## config.mk

```make
export PLATFORM = sky130hd
export DESIGN_NAME = debounce_scan_ctrl
export DESIGN_NICKNAME = d
export VERILOG_FILES = /design/src/rtl/debounce_scan_ctrl.sv
export SDC_FILE = /design/constraint.sdc
export NUM_CORES = 1
export LEC_CHECK = 0
export BUFFER_PORTS_ARGS = -buffer_cell sky130_fd_sc_hd__buf_2
export CAP_MARGIN = 30
export CORE_ASPECT_RATIO = 1.5
export CORE_MARGIN = 2
export CORE_UTILIZATION = 25
export CTS_BUF_LIST = sky130_fd_sc_hd__clkbuf_4 sky130_fd_sc_hd__clkbuf_8
export DETAILED_ROUTE_END_ITERATION = 8
export GPL_TIMING_DRIVEN = 0
export PLACE_DENSITY = 0.51
export SETUP_SLACK_MARGIN = 0.05
export SLEW_MARGIN = 0
export SYNTH_ARGS = -nofsm -noshare
export SYNTH_HDL_FRONTEND = slang
export SYNTH_SLANG_ARGS = --single-unit
export TNS_END_PERCENT = 5
```

## constraint.sdc

```tcl
create_clock -name clk -period 6.4 [get_ports clk]
set_input_delay 0.64 -clock clk [delete_from_list [all_inputs] [get_ports clk]]
set_output_delay 0.64 -clock clk [all_outputs]
set_load 0.1 [all_outputs]
```

## src/rtl/debounce_scan_ctrl.sv

```systemverilog
// Time-multiplexed button debouncer: one scan engine walks the channels at a
// prescaled rate, keeps a short sample history per channel and queues edge events.
module debounce_scan_ctrl #(
  parameter int N          = 4,
  parameter int SAMPLES    = 3,
  parameter int DIV        = 4,
  parameter int FIFO_DEPTH = 4
) (
  input  logic                 clk,
  input  logic                 rst,
  input  logic [N-1:0]         in,
  input  logic                 enable,
  output logic [N-1:0]         stable,
  output logic                 ev_valid,
  input  logic                 ev_ready,
  output logic [$clog2(N)-1:0] ev_chan,
  output logic                 ev_press,
  output logic                 overflow
);

  localparam int CW = $clog2(N);
  localparam int DW = (DIV > 1) ? $clog2(DIV) : 1;
  localparam int AW = $clog2(FIFO_DEPTH);
  localparam int EW = CW + 1;

  function automatic logic all_ones(input logic [SAMPLES-1:0] h);
    return &h;
  endfunction

  function automatic logic all_zeros(input logic [SAMPLES-1:0] h);
    return ~|h;
  endfunction

  logic [N-1:0]         sync1_r, sync2_r;
  logic [DW-1:0]        div_cnt_r;
  logic [CW-1:0]        ptr_r;
  logic [SAMPLES-1:0]   hist_r [N];
  logic [N-1:0]         stable_r;
  logic                 tick_s;
  logic [SAMPLES-1:0]   hist_new_s;
  logic                 push_req_s;
  logic [EW-1:0]        push_data_s;

  logic [EW-1:0]        mem_r [FIFO_DEPTH];
  logic [AW-1:0]        rd_r, wr_r;
  logic [AW:0]          cnt_r, cnt_nxt_s;
  logic                 ev_valid_r, overflow_r;
  logic [CW-1:0]        ev_chan_r;
  logic                 ev_press_r;
  logic [EW-1:0]        head_nxt_s;
  logic                 full_s, pop_s, push_ok_s, drop_s;

  // Two-flop synchronizer on every raw input
  always_ff @(posedge clk or posedge rst) begin
    if (rst) begin
      sync1_r <= '0;
      sync2_r <= '0;
    end else begin
      sync1_r <= in;
      sync2_r <= sync1_r;
    end
  end

  assign tick_s = enable && (div_cnt_r == DW'(DIV - 1));

  // Shifted history of the visited channel and the resulting event request
  always_comb begin
    hist_new_s  = {hist_r[ptr_r][SAMPLES-2:0], sync2_r[ptr_r]};
    push_req_s  = 1'b0;
    push_data_s = '0;
    if (tick_s && all_ones(hist_new_s) && !stable_r[ptr_r]) begin
      push_req_s  = 1'b1;
      push_data_s = {ptr_r, 1'b1};
    end else if (tick_s && all_zeros(hist_new_s) && stable_r[ptr_r]) begin
      push_req_s  = 1'b1;
      push_data_s = {ptr_r, 1'b0};
    end else begin
      push_req_s  = 1'b0;
      push_data_s = '0;
    end
  end

  // Prescaler, scan pointer, history and debounced levels; all frozen while disabled
  always_ff @(posedge clk or posedge rst) begin
    if (rst) begin
      div_cnt_r <= '0;
      ptr_r     <= '0;
      stable_r  <= '0;
      for (int i = 0; i < N; i++) hist_r[i] <= '0;
    end else if (enable) begin
      div_cnt_r <= tick_s ? '0 : div_cnt_r + DW'(1);
      if (tick_s) begin
        hist_r[ptr_r] <= hist_new_s;
        if (push_req_s) stable_r[ptr_r] <= push_data_s[0];
        ptr_r <= (ptr_r == CW'(N - 1)) ? '0 : ptr_r + CW'(1);
      end
    end
  end

  assign full_s    = (cnt_r == (AW+1)'(FIFO_DEPTH));
  assign pop_s     = ev_valid_r && ev_ready;
  assign push_ok_s = push_req_s && (!full_s || pop_s);
  assign drop_s    = push_req_s && full_s && !pop_s;

  // Next occupancy and next head entry, so the head outputs can be registered
  always_comb begin
    cnt_nxt_s  = cnt_r;
    head_nxt_s = {ev_chan_r, ev_press_r};
    case ({push_ok_s, pop_s})
      2'b10:   cnt_nxt_s = cnt_r + (AW+1)'(1);
      2'b01:   cnt_nxt_s = cnt_r - (AW+1)'(1);
      default: cnt_nxt_s = cnt_r;
    endcase
    if (pop_s) begin
      if (cnt_r == (AW+1)'(1)) begin
        head_nxt_s = push_ok_s ? push_data_s : '0;
      end else begin
        head_nxt_s = mem_r[rd_r + AW'(1)];
      end
    end else if ((cnt_r == '0) && push_ok_s) begin
      head_nxt_s = push_data_s;
    end else begin
      head_nxt_s = {ev_chan_r, ev_press_r};
    end
  end

  // Event FIFO storage, pointers, registered head view and sticky overflow
  always_ff @(posedge clk or posedge rst) begin
    if (rst) begin
      rd_r       <= '0;
      wr_r       <= '0;
      cnt_r      <= '0;
      ev_valid_r <= 1'b0;
      ev_chan_r  <= '0;
      ev_press_r <= 1'b0;
      overflow_r <= 1'b0;
      for (int i = 0; i < FIFO_DEPTH; i++) mem_r[i] <= '0;
    end else begin
      if (push_ok_s) begin
        mem_r[wr_r] <= push_data_s;
        wr_r        <= wr_r + AW'(1);
      end
      if (pop_s) rd_r <= rd_r + AW'(1);
      if (drop_s) overflow_r <= 1'b1;
      cnt_r      <= cnt_nxt_s;
      ev_valid_r <= (cnt_nxt_s != '0);
      ev_chan_r  <= head_nxt_s[EW-1:1];
      ev_press_r <= head_nxt_s[0];
    end
  end

  assign stable   = stable_r;
  assign ev_valid = ev_valid_r;
  assign ev_chan  = ev_chan_r;
  assign ev_press = ev_press_r;
  assign overflow = overflow_r;

endmodule

```

==> impl_metrics.ini <==
[outcome]
status = finished, final reports clean

[timing]
relSlewSlack_pct = 53.0
setup_tns_ps = 0
fin_hold_ws_ps = 231
fin_crit_sh_pct = 57.0
rsz0062_at_grt = false
worst_pin_slew_ps = 702
hold_viol = 0
setup_viol = 0
slew_viol_final = 0
fin_crit_ps = 3650
timing.fmax_mhz = 274
fin_worst_skew_ps = 4.58

[cells_and_area]
instances_no_fill = 315
syn_to_final_growth_pct = 13.9
layout-drive-gt1-share_pct = 23.6
n_antenna_cell = 0
seqCellArea_um2 = 1200
n_fill_cell = 962
multi_input_area_um2 = 1040
nets = 226

[logic_synthesis]
synthArstFlopShare_pct = 100
synth_edf_count = 0
yosysMostFrequentCell = dfrtp_1
synthTopCellsByArea = dfrtp_1 (52%), ha_1 (8.1%), mux4_2 (6.8%)
synth_top_area_share_pct = 52.0
yosysSeqAreaShare_pct = 52.0
synth_ff_type = dfrtp_1
avgSynthCellArea_um2 = 12.9
ys_top_cells_by_count = dfrtp_1 (48), nand2_1 (19), ha_1 (15)
yosysWarnings = 0
syn_area_um2 = 2310
synth_area_leader_cell = dfrtp_1
syn_nets = 202
ys_ff_latch = 48
synth_cells = 179
ys_types = 34

[placed_design]
dp.final_hpwl_mm = 3.18
io_buffers = 16
place.gp.congestion = 0.700
placedCellCount = 308

[detailed_routing]
met3_wirelength_um = 126
drt-initial-drc-count = 40
vias_per_cell = 4.44
route.detailed.drc = 0
wl_met1_mm = 1.83
vias = 1400
detail_route.wl_per_cell_um = 13.3
first_pass_iters = 3
met2_length_mm = 2.17
ant_nets = 0
top_layer_used = met4
routed_wl_mm = 4.20

[worst_setup_path]
endpoint_kind = flip-flop
crit_required_ps = 6580
crit_fanout = 10
critical_path_class = reg2reg
cp.arrival_ps = 3820
start_kind = flip-flop

[clock_network]
cts_hold_buf = 0
cts_resized = 0
max-clock-path-buffers = 2
clock_sinks = 48
clkTransAtPathRegs_ps = 80
cts_made_buffers = 5
root_buffer = clkbuf_8
h-tree-depth = 2
cts_tree = yes
post_cts_buffers = 0
insertion_delay_ps = 290

[power_and_ir_drop]
power_frac_seq_pct = 42.6
max-vdd-ir-drop_uv = 174
switching_power_uw = 410
p_leak_nw = 1.24
pwr-share-comb_pct = 40.6
power.density_nw_per_um2 = 384
pwr-share-clk_pct = 16.9
power.internal_uw = 601
p_sw_share_pct = 40.5

[worst_hold_path]
hold_path.class = in2async

[global_route]
antenna_found_initial = 0
grtUsageTotal_pct = 9.63
overflow = 0
grt_pass1_vias = 1513
grt_max_degree = 43
grt_first_pass_wirelength_mm = 7.38

[die]
start_util_pct = 25.3
core_um2 = 9150
core.rowCount = 43
die_h_um = 122
die_w_um = 82.5
die_area_um2 = 10000
io-pin-count = 17

[run]
cap_violations = 0
## stage by stage
step                      area [um2]  utilization, %  power [mW]  worst slack [ps]
after floorplan                 2310               -       0.759              2980
final                           2630            28.8        1.01              2750
after global routing            2630            28.8        1.09              2480
after CTS                       2630            28.8        1.03              2700
after global placement          2530            27.7       0.844              2700
after detailed placement        2550            27.9       0.853              2710
## path summary, 6_finish.rpt
path                                      startpoint                    to  slack, ps  depth (start not counted)
worst max-delay path            ptr_r[1]$_DFFE_PP0P_    ev_valid$_DFF_PP0_       2750                         10
worst min-delay path                             rst  mem_r[6]$_DFFE_PP0P_        230                          2
worst max register to register  ptr_r[1]$_DFFE_PP0P_    ev_valid$_DFF_PP0_       2750                         10
worst min register to register  sync1_r[1]$_DFF_PP0_  sync2_r[1]$_DFF_PP0_        350                          0
max in group asynchronous                        rst    ev_valid$_DFF_PP0_       5710                          3
min in group clk                sync1_r[1]$_DFF_PP0_  sync2_r[1]$_DFF_PP0_        350                          0
## metal layers
layer | global-route usage (%) | vias up
li1 | - | 680
met1 | 12.2 | 694
met2 | 16.0 | 21
met3 | 2.00 | 5
met4 | 3.38 | 0
met5 | 0 | -
## critical path: stages (launching register included)
cell and delay [ps]:
dfrtp_1 390, clkbuf_1 420, mux4_2 480, or4b_4 610, a211oi_4 490, inv_1 90, ha_1 240, a22o_1 240
a21oi_1 140, a31oi_1 60, or3_1 380
## final cells by class
type	instances	share of cell area, %
clock inverters	2	0.475
inverters	13	1.85
plain buffers	4	0.856
clock buffers	5	2.61
repair buffers	17	3.80
multi-input cells	114	39.4
flip-flops and latches	48	45.6
well taps	112	5.32
## power groups by stage
stage	Sequential, mW	Combinational, mW	Clock, mW
2_1_floorplan	0.511	0.248	0
3_3_place_gp	0.436	0.408	0
3_5_place_dp	0.439	0.415	0
4_1_cts	0.432	0.416	0.182
5_1_grt	0.441	0.453	0.194
6_report	0.430	0.410	0.171
## logic make-up (layout without fill, tap and decap cells)
kind of cell,Yosys count,count (layout),share of synthesized area [%]
AOI/OAI and AO/OA,26,26,8.18
xor gates and xnor gates,3,3,1.14
adders and majority gates,15,15,8.12
buffers and inverters,17,41,3.09
DFF,48,48,52.0
muxes,31,31,18.5
and+or+nand+nor,39,39,9.04
## sequential cells by signal (all words and copies together) (netlist names), 3 cells and up
| signal | flops |
|---|---|
| mem_r | 12 |
| hist_r | 8 |
| sync2_r | 4 |
| cnt_r | 3 |
| stable | 4 |
| sync1_r | 4 |
## cells in the final DEF (no fill, tap or decap), drive strengths merged
cell	netlist	final
dfrtp	48	48
mux2	23	23
nand2	21	21
buf	1	18
ha	15	15
inv	13	13
o21ai	8	8
clkbuf	3	8
mux4	7	7
a22o	5	5
and2	4	4
xnor2	3	3
nor2	3	3
a21oi	3	3
o211ai	3	3
or3	2	2
nand3b	2	2
o211a	2	2
nand4b	1	1
or4b	1	1
and3	1	1
a211oi	1	1
o22ai	1	1
nor2b	1	1
a31oi	1	1
mux2i	1	1
and4b	1	1
nor4b	1	1
nor3b	1	1
o21a	1	1
a21o	1	1
clkinv	0	1
clkinvlp	0	1
(Power assumes the default switching activity.)
